`config.mk`:
```
export PLATFORM = sky130hd
export DESIGN_NAME = dac_soft_gain
export DESIGN_NICKNAME = d
export VERILOG_FILES = /design/src/rtl/dac_soft_gain.sv
export SDC_FILE = /design/constraint.sdc
export NUM_CORES = 1
export LEC_CHECK = 0
export BUFFER_PORTS_ARGS = -buffer_cell sky130_fd_sc_hd__clkbuf_2
export CORE_UTILIZATION = 37
export CTS_BUF_LIST = sky130_fd_sc_hd__clkbuf_8
export DETAILED_ROUTE_END_ITERATION = 6
export PLACE_DENSITY = 0.54
export SKIP_CTS_REPAIR_TIMING = 1
export SLEW_MARGIN = 30
export SYNTH_ARGS = -nofsm -noshare
export SYNTH_HDL_FRONTEND = slang
export SYNTH_SLANG_ARGS = --single-unit
```
`constraint.sdc`:
```
create_clock -name clock_in -period 8.31 [get_ports clock_in]
set_clock_uncertainty 0.1 [all_clocks]
set_input_delay 1.662 -clock clock_in [delete_from_list [all_inputs] [get_ports clock_in]]
set_output_delay 1.662 -clock clock_in [all_outputs]
set_load 0.02 [all_outputs]
```
`src/rtl/dac_soft_gain.sv`:
```
// dac_soft_gain
//   Per-sample digital volume / soft-mute stage running at the base sample
//   rate. It sits directly upstream of the first interpolation stage, and its
//   dout feeds that stage's 24-bit data input. The applied gain moves toward
//   the requested target in fixed steps, which avoids zipper noise. After
//   reset the gain starts at zero, so the output fades in (soft start).
//
// Ports
//   clock_in     in   1    sample clock, one sample per rising edge
//   rstn         in   1    asynchronous, active-low reset
//   din          in   DW   signed input sample
//   gain_target  in   GW   requested gain, unsigned Q1.15 (0x8000 = 1.0)
//   mute         in   1    1 = ramp gain to 0, 0 = ramp gain to gain_target
//   dout         out  DW   signed, rounded and saturated output sample
//   gain_cur     out  GW   gain currently applied to the datapath
//   ramping      out  1    gain is still moving toward its target
//   muted        out  1    gain has reached zero while mute is requested
//   sat_flag     out  1    dout was clipped on the most recent edge

module dac_soft_gain #(
   parameter int             DW        = 24,
   parameter int             GW        = 16,
   parameter logic [GW-1:0]  RAMP_STEP = 16'h0100
) (
   input  logic          clock_in,
   input  logic          rstn,
   input  logic [DW-1:0] din,
   input  logic [GW-1:0] gain_target,
   input  logic          mute,
   output logic [DW-1:0] dout,
   output logic [GW-1:0] gain_cur,
   output logic          ramping,
   output logic          muted,
   output logic          sat_flag
);

   localparam logic [1:0] ST_MUTED     = 2'd0;
   localparam logic [1:0] ST_RAMP_UP   = 2'd1;
   localparam logic [1:0] ST_RAMP_DOWN = 2'd2;
   localparam logic [1:0] ST_STEADY    = 2'd3;

   localparam int PW = DW + GW + 1;

   logic [1:0]          state;
   logic [1:0]          next_state;
   logic [GW-1:0]       tgt;
   logic [GW-1:0]       next_gain;
   logic [GW:0]         up_sum;
   logic [GW:0]         dn_diff;

   logic signed [PW-1:0] product;
   logic signed [PW-1:0] rounded;
   logic signed [PW-1:0] shifted;
   logic [PW-DW:0]       high_bits;
   logic [DW-1:0]        sat_value;
   logic                 clip;

   // Gain ramp. Both step results are computed one bit wider than the gain so
   // that the upward sum cannot wrap and the downward difference exposes a
   // borrow. Either way the step is clamped to the target, so the ramp lands
   // exactly on it and never overshoots.
   always_comb begin
      tgt     = mute ? '0 : gain_target;
      up_sum  = {1'b0, gain_cur} + {1'b0, RAMP_STEP};
      dn_diff = {1'b0, gain_cur} - {1'b0, RAMP_STEP};
      next_gain = gain_cur;
      if (gain_cur < tgt) begin
         if (up_sum > {1'b0, tgt}) begin
            next_gain = tgt;
         end else begin
            next_gain = up_sum[GW-1:0];
         end
      end else if (gain_cur > tgt) begin
         if (dn_diff[GW] || (dn_diff[GW-1:0] < tgt)) begin
            next_gain = tgt;
         end else begin
            next_gain = dn_diff[GW-1:0];
         end
      end
   end

   // The state is decided from the gain the register will hold after this
   // edge. A target of zero without mute therefore settles in STEADY, not
   // MUTED.
   always_comb begin
      if ((next_gain == '0) && mute) begin
         next_state = ST_MUTED;
      end else if (next_gain == tgt) begin
         next_state = ST_STEADY;
      end else if (next_gain < tgt) begin
         next_state = ST_RAMP_UP;
      end else begin
         next_state = ST_RAMP_DOWN;
      end
   end

   // Multiply by the gain in use before this edge's update. Rounding adds half
   // an LSB of the Q1.15 result, and the arithmetic shift then rounds half
   // toward +inf. The result is in range only if every bit from the DW-1
   // position upward equals the sign bit.
   always_comb begin
      product   = $signed(din) * $signed({1'b0, gain_cur});
      rounded   = product + $signed({{(PW-15){1'b0}}, 1'b1, 14'b0});
      shifted   = rounded >>> 15;
      high_bits = shifted[PW-1:DW-1];
      clip      = !((high_bits == '0) || (high_bits == '1));
      if (shifted[PW-1]) begin
         sat_value = {1'b1, {(DW-1){1'b0}}};
      end else begin
         sat_value = {1'b0, {(DW-1){1'b1}}};
      end
   end

   // Output, gain and state registers. Reset drops the gain to zero right
   // away (hard mute), so the next ramp starts from zero again.
   always_ff @(posedge clock_in or negedge rstn) begin
      if (!rstn) begin
         dout     <= '0;
         sat_flag <= 1'b0;
         gain_cur <= '0;
         state    <= ST_MUTED;
      end else begin
         dout     <= clip ? sat_value : shifted[DW-1:0];
         sat_flag <= clip;
         gain_cur <= next_gain;
         state    <= next_state;
      end
   end

   assign ramping = (state == ST_RAMP_UP) || (state == ST_RAMP_DOWN);
   assign muted   = (state == ST_MUTED);

endmodule

```
==> summary.md <==
| Metric | Value |
|---|---|
| Outcome | finished clean |
| Core region area | 0.0476 mm2 |
| Maximum single-stage delay on the critical path | 0.58 ns |
| Number of DRC markers in iteration 0 | 556 |
| Clock-pin slew on the worst setup and hold paths | 0.08 ns |
| Cell Area, Synth | 0.0178 mm2 |
| GRT Resource Usage Total | 20.7% |
| Shortest clock period the worst path allows after layout | 7.91 ns |
| Initial antenna violation count | 0 |
| Area added between synthesis and finish | 9.35% |
| Number of hold violations in the final report | 0 |
| Initial cell density of the core | 37.4% |
| Root Buffer | sky130_fd_sc_hd__clkbuf_8 |
| Total instance count after detailed placement | 2,704 |
| Height of the chip | 222 um |
| Final number of max-transition violations | 0 |
| Post-route fraction of the period consumed by the critical path | 95.1% |
| FFs w/ async S/R, synth | 100% |
| Launch point of the critical path | din[12] |
| Path type of the worst min-delay path | reg2reg |
| Setup violation total in the final timing report | 0 |
| Worst flop-to-flop path endpoint | dout[9] |
| Number of clock sinks seen by CTS | 43 |
| Number of I/O pins | 86 |
| Gp weighted congestion | 0.881 |
| Launching point of the worst reg2reg path | gain_cur[5] |
| Cell variety after synth | 70 |
| Die area | 0.0491 mm2 |
| Clock tree from TritonCTS | built |
| CTS Buf Count | 5 |
| Cell count along the critical path | 26 |
| Ratio of routed vias to standard cells | 4.92 |
| Number of storage elements in the synthesis netlist | 43 |
| Clock Latency Late Sink | 0.31 ns |
| Vias in the first global route | 14,800 |
| Detailed placer's ending HPWL | 41,800 um |
| Number of antenna cells inserted | 0 |
| CTS H-tree depth | 2 |
| Antenna viol nets, final | 0 |
| Row Count | 80 |
| Count of port buffers added during placement | 85 |
| Worst Setup Path Type | in2reg |
| Slack of the worst reg-to-reg path | 1.03 ns |
| Pin count of the biggest net entering global routing | 44 |
| Slew of the pin with the lowest slew margin | 0.966 ns |
| Slowest stage cell, crit path | sky130_fd_sc_hd__fa_1 |
| Seq/Total Area, Yosys | 6.03% |
| Maximum frequency from static timing analysis | 126 MHz |
| Non-Filler Instances | 2,712 |
| Top cell by count, worst path | sky130_fd_sc_hd__fa_1 |
| Family with the most delay on the worst path | adder cells |
| Headroom to the max-slew limit | 35.6% |
| Type of element launching the critical path | primary input |
| Deepest clock path buffer count | 2 |
| Final core utilization | 40.9% |
| Max-cap violation count | 0 |
| Average detailed-routed wire length per instance | 17.7 um |
| RSZ-0062 raised after global routing | false |
| Post-route DRC violation count | 0 |
| CP Max Fanout | 11 |
| Count of flip-flops with a built-in enable after synthesis | 0 |
| Post-synth top flop | sky130_fd_sc_hd__dfrtp_1 |
| Average cell area after synthesis | 8.94 um2 |
| Die Span X | 222 um |
| Vias | 13,300 |
| Layout net count | 2,685 |
| Critical path data arrival time | 8.06 ns |
| Post-Syn Nets | 2,583 |
| Kind of capture point of the worst setup path | flop |
| Cell count after synthesis | 1,995 |
| Total grt overflow | 0 |
| Critical path buffers and inverters | 8 |
| Worst hold slack after final layout | 0.666 ns |
| Pre-Repair DR Iteration Count | 5 |
| Worst path required time | 8.46 ns |
| YS warnings | 0 |
| Global-route wire length before repair | 80,000 um |
| Number of cells on the worst reg-to-reg path | 26 |
| Worst setup path endpoint | dout[9] |
| Fraction of layout instances using a drive strength above 1 | 10.0% |
| Detailed-route wire length | 48,000 um |
[logic make-up after synthesis]
group	share of synthesized area (%)
DFF	6.03
and+or+nand+nor	16.6
adders and majority gates	54.1
xor gates and xnor gates	2.06
AOI/OAI and AO/OA	7.94
muxes	0.821
buffers and inverters	12.5
[final cells by class]
class,count,area (um2)
fillers,4857,28100
multi-input cells,1363,14600
inverters,512,1920
repair buffers,172,1080
flip-flops and latches,43,1080
well taps,615,769
clock buffers,5,68.8
clock inverters,2,13.8
[metal layers]
metal	wire, um	part of all wire [%]	track usage (%)	vias to the layer above
met4	1170	2.4	4.84	0
met2	24800	52	37.9	269
li1	-	-	-	6182
met5	0	0	0	-
met3	1370	2.8	1.13	64
met1	20700	43	26.9	6825
[placed cells by master (no fill, tap or decap), types with 7 or more instances in the layout]
| cell | count |
|---|---|
| sky130_fd_sc_hd__a21o_1 | 48 |
| sky130_fd_sc_hd__xor2_1 | 15 |
| sky130_fd_sc_hd__nor2_1 | 32 |
| sky130_fd_sc_hd__fa_1 | 376 |
| sky130_fd_sc_hd__or3_1 | 7 |
| sky130_fd_sc_hd__ha_1 | 169 |
| sky130_fd_sc_hd__nand2b_1 | 8 |
| sky130_fd_sc_hd__nor3_1 | 13 |
| sky130_fd_sc_hd__buf_4 | 86 |
| sky130_fd_sc_hd__and2_1 | 226 |
| sky130_fd_sc_hd__o21a_1 | 13 |
| sky130_fd_sc_hd__nor2b_1 | 12 |
| sky130_fd_sc_hd__a21oi_1 | 42 |
| sky130_fd_sc_hd__o21ai_0 | 24 |
| sky130_fd_sc_hd__nand4_1 | 13 |
| sky130_fd_sc_hd__nand2_1 | 204 |
| sky130_fd_sc_hd__a211oi_1 | 7 |
| sky130_fd_sc_hd__xnor2_1 | 27 |
| sky130_fd_sc_hd__clkbuf_2 | 85 |
| sky130_fd_sc_hd__mux2i_1 | 9 |
| sky130_fd_sc_hd__inv_1 | 512 |
| sky130_fd_sc_hd__dfrtp_1 | 41 |
| sky130_fd_sc_hd__nand3_1 | 21 |
[cell usage after synthesis, types with 9 or more instances]
| cell type | instances | area, um2 |
|---|---|---|
| sky130_fd_sc_hd__a21o_1 | 48 | 360 |
| sky130_fd_sc_hd__a21oi_1 | 42 | 210 |
| sky130_fd_sc_hd__and2_1 | 226 | 1410 |
| sky130_fd_sc_hd__clkbuf_1 | 68 | 255 |
| sky130_fd_sc_hd__dfrtp_1 | 43 | 1080 |
| sky130_fd_sc_hd__fa_1 | 376 | 7530 |
| sky130_fd_sc_hd__ha_1 | 169 | 2110 |
| sky130_fd_sc_hd__inv_1 | 512 | 1920 |
| sky130_fd_sc_hd__mux2i_1 | 9 | 90.1 |
| sky130_fd_sc_hd__nand2_1 | 204 | 766 |
| sky130_fd_sc_hd__nand3_1 | 21 | 105 |
| sky130_fd_sc_hd__nand4_1 | 13 | 81.3 |
| sky130_fd_sc_hd__nor2_1 | 32 | 120 |
| sky130_fd_sc_hd__nor2b_1 | 12 | 75.1 |
| sky130_fd_sc_hd__nor3_1 | 13 | 65.1 |
| sky130_fd_sc_hd__o21a_1 | 13 | 97.6 |
| sky130_fd_sc_hd__o21ai_0 | 25 | 125 |
| sky130_fd_sc_hd__xnor2_1 | 27 | 236 |
| sky130_fd_sc_hd__xor2_1 | 15 | 131 |
[through the flow]
stage	cell area [um2]	setup TNS [ns]	setup slack, ns
floorplan	17800	0	0.132
detailed placement	19400	-7.72	-0.353
global route	19500	0	0.0140
global placement	19400	-7.44	-0.338
CTS	19500	-0.288	-0.0366
finish	19500	0	0.403
[registers in the layout, indices dropped and copies added, names as in the netlist]
signal	cells
sat_flag	1
dout	24
gain_cur	16
state	2
[tightest hold or removal path: stages (launching register included)]
cell and delay (ns):
sky130_fd_sc_hd__dfrtp_1 0.38, sky130_fd_sc_hd__buf_4 0.17, sky130_fd_sc_hd__inv_1 0.05, sky130_fd_sc_hd__mux2i_1 0.09
[how the worst min path moves through the flow]
stage	from	depth (start not counted)	end	slack [ns]
after global routing	gain_cur[6]	3	gain_cur[6]	0.70
after global placement	gain_cur[6]	3	gain_cur[6]	0.66
after CTS	gain_cur[6]	3	gain_cur[6]	0.67
final	gain_cur[6]	3	gain_cur[6]	0.67
after floorplan	gain_cur[6]	2	gain_cur[6]	0.60
after detailed placement	gain_cur[6]	3	gain_cur[6]	0.66
Power is not shown: default switching activity piles up to over one toggle a cycle in this logic, so the estimate is an artifact.
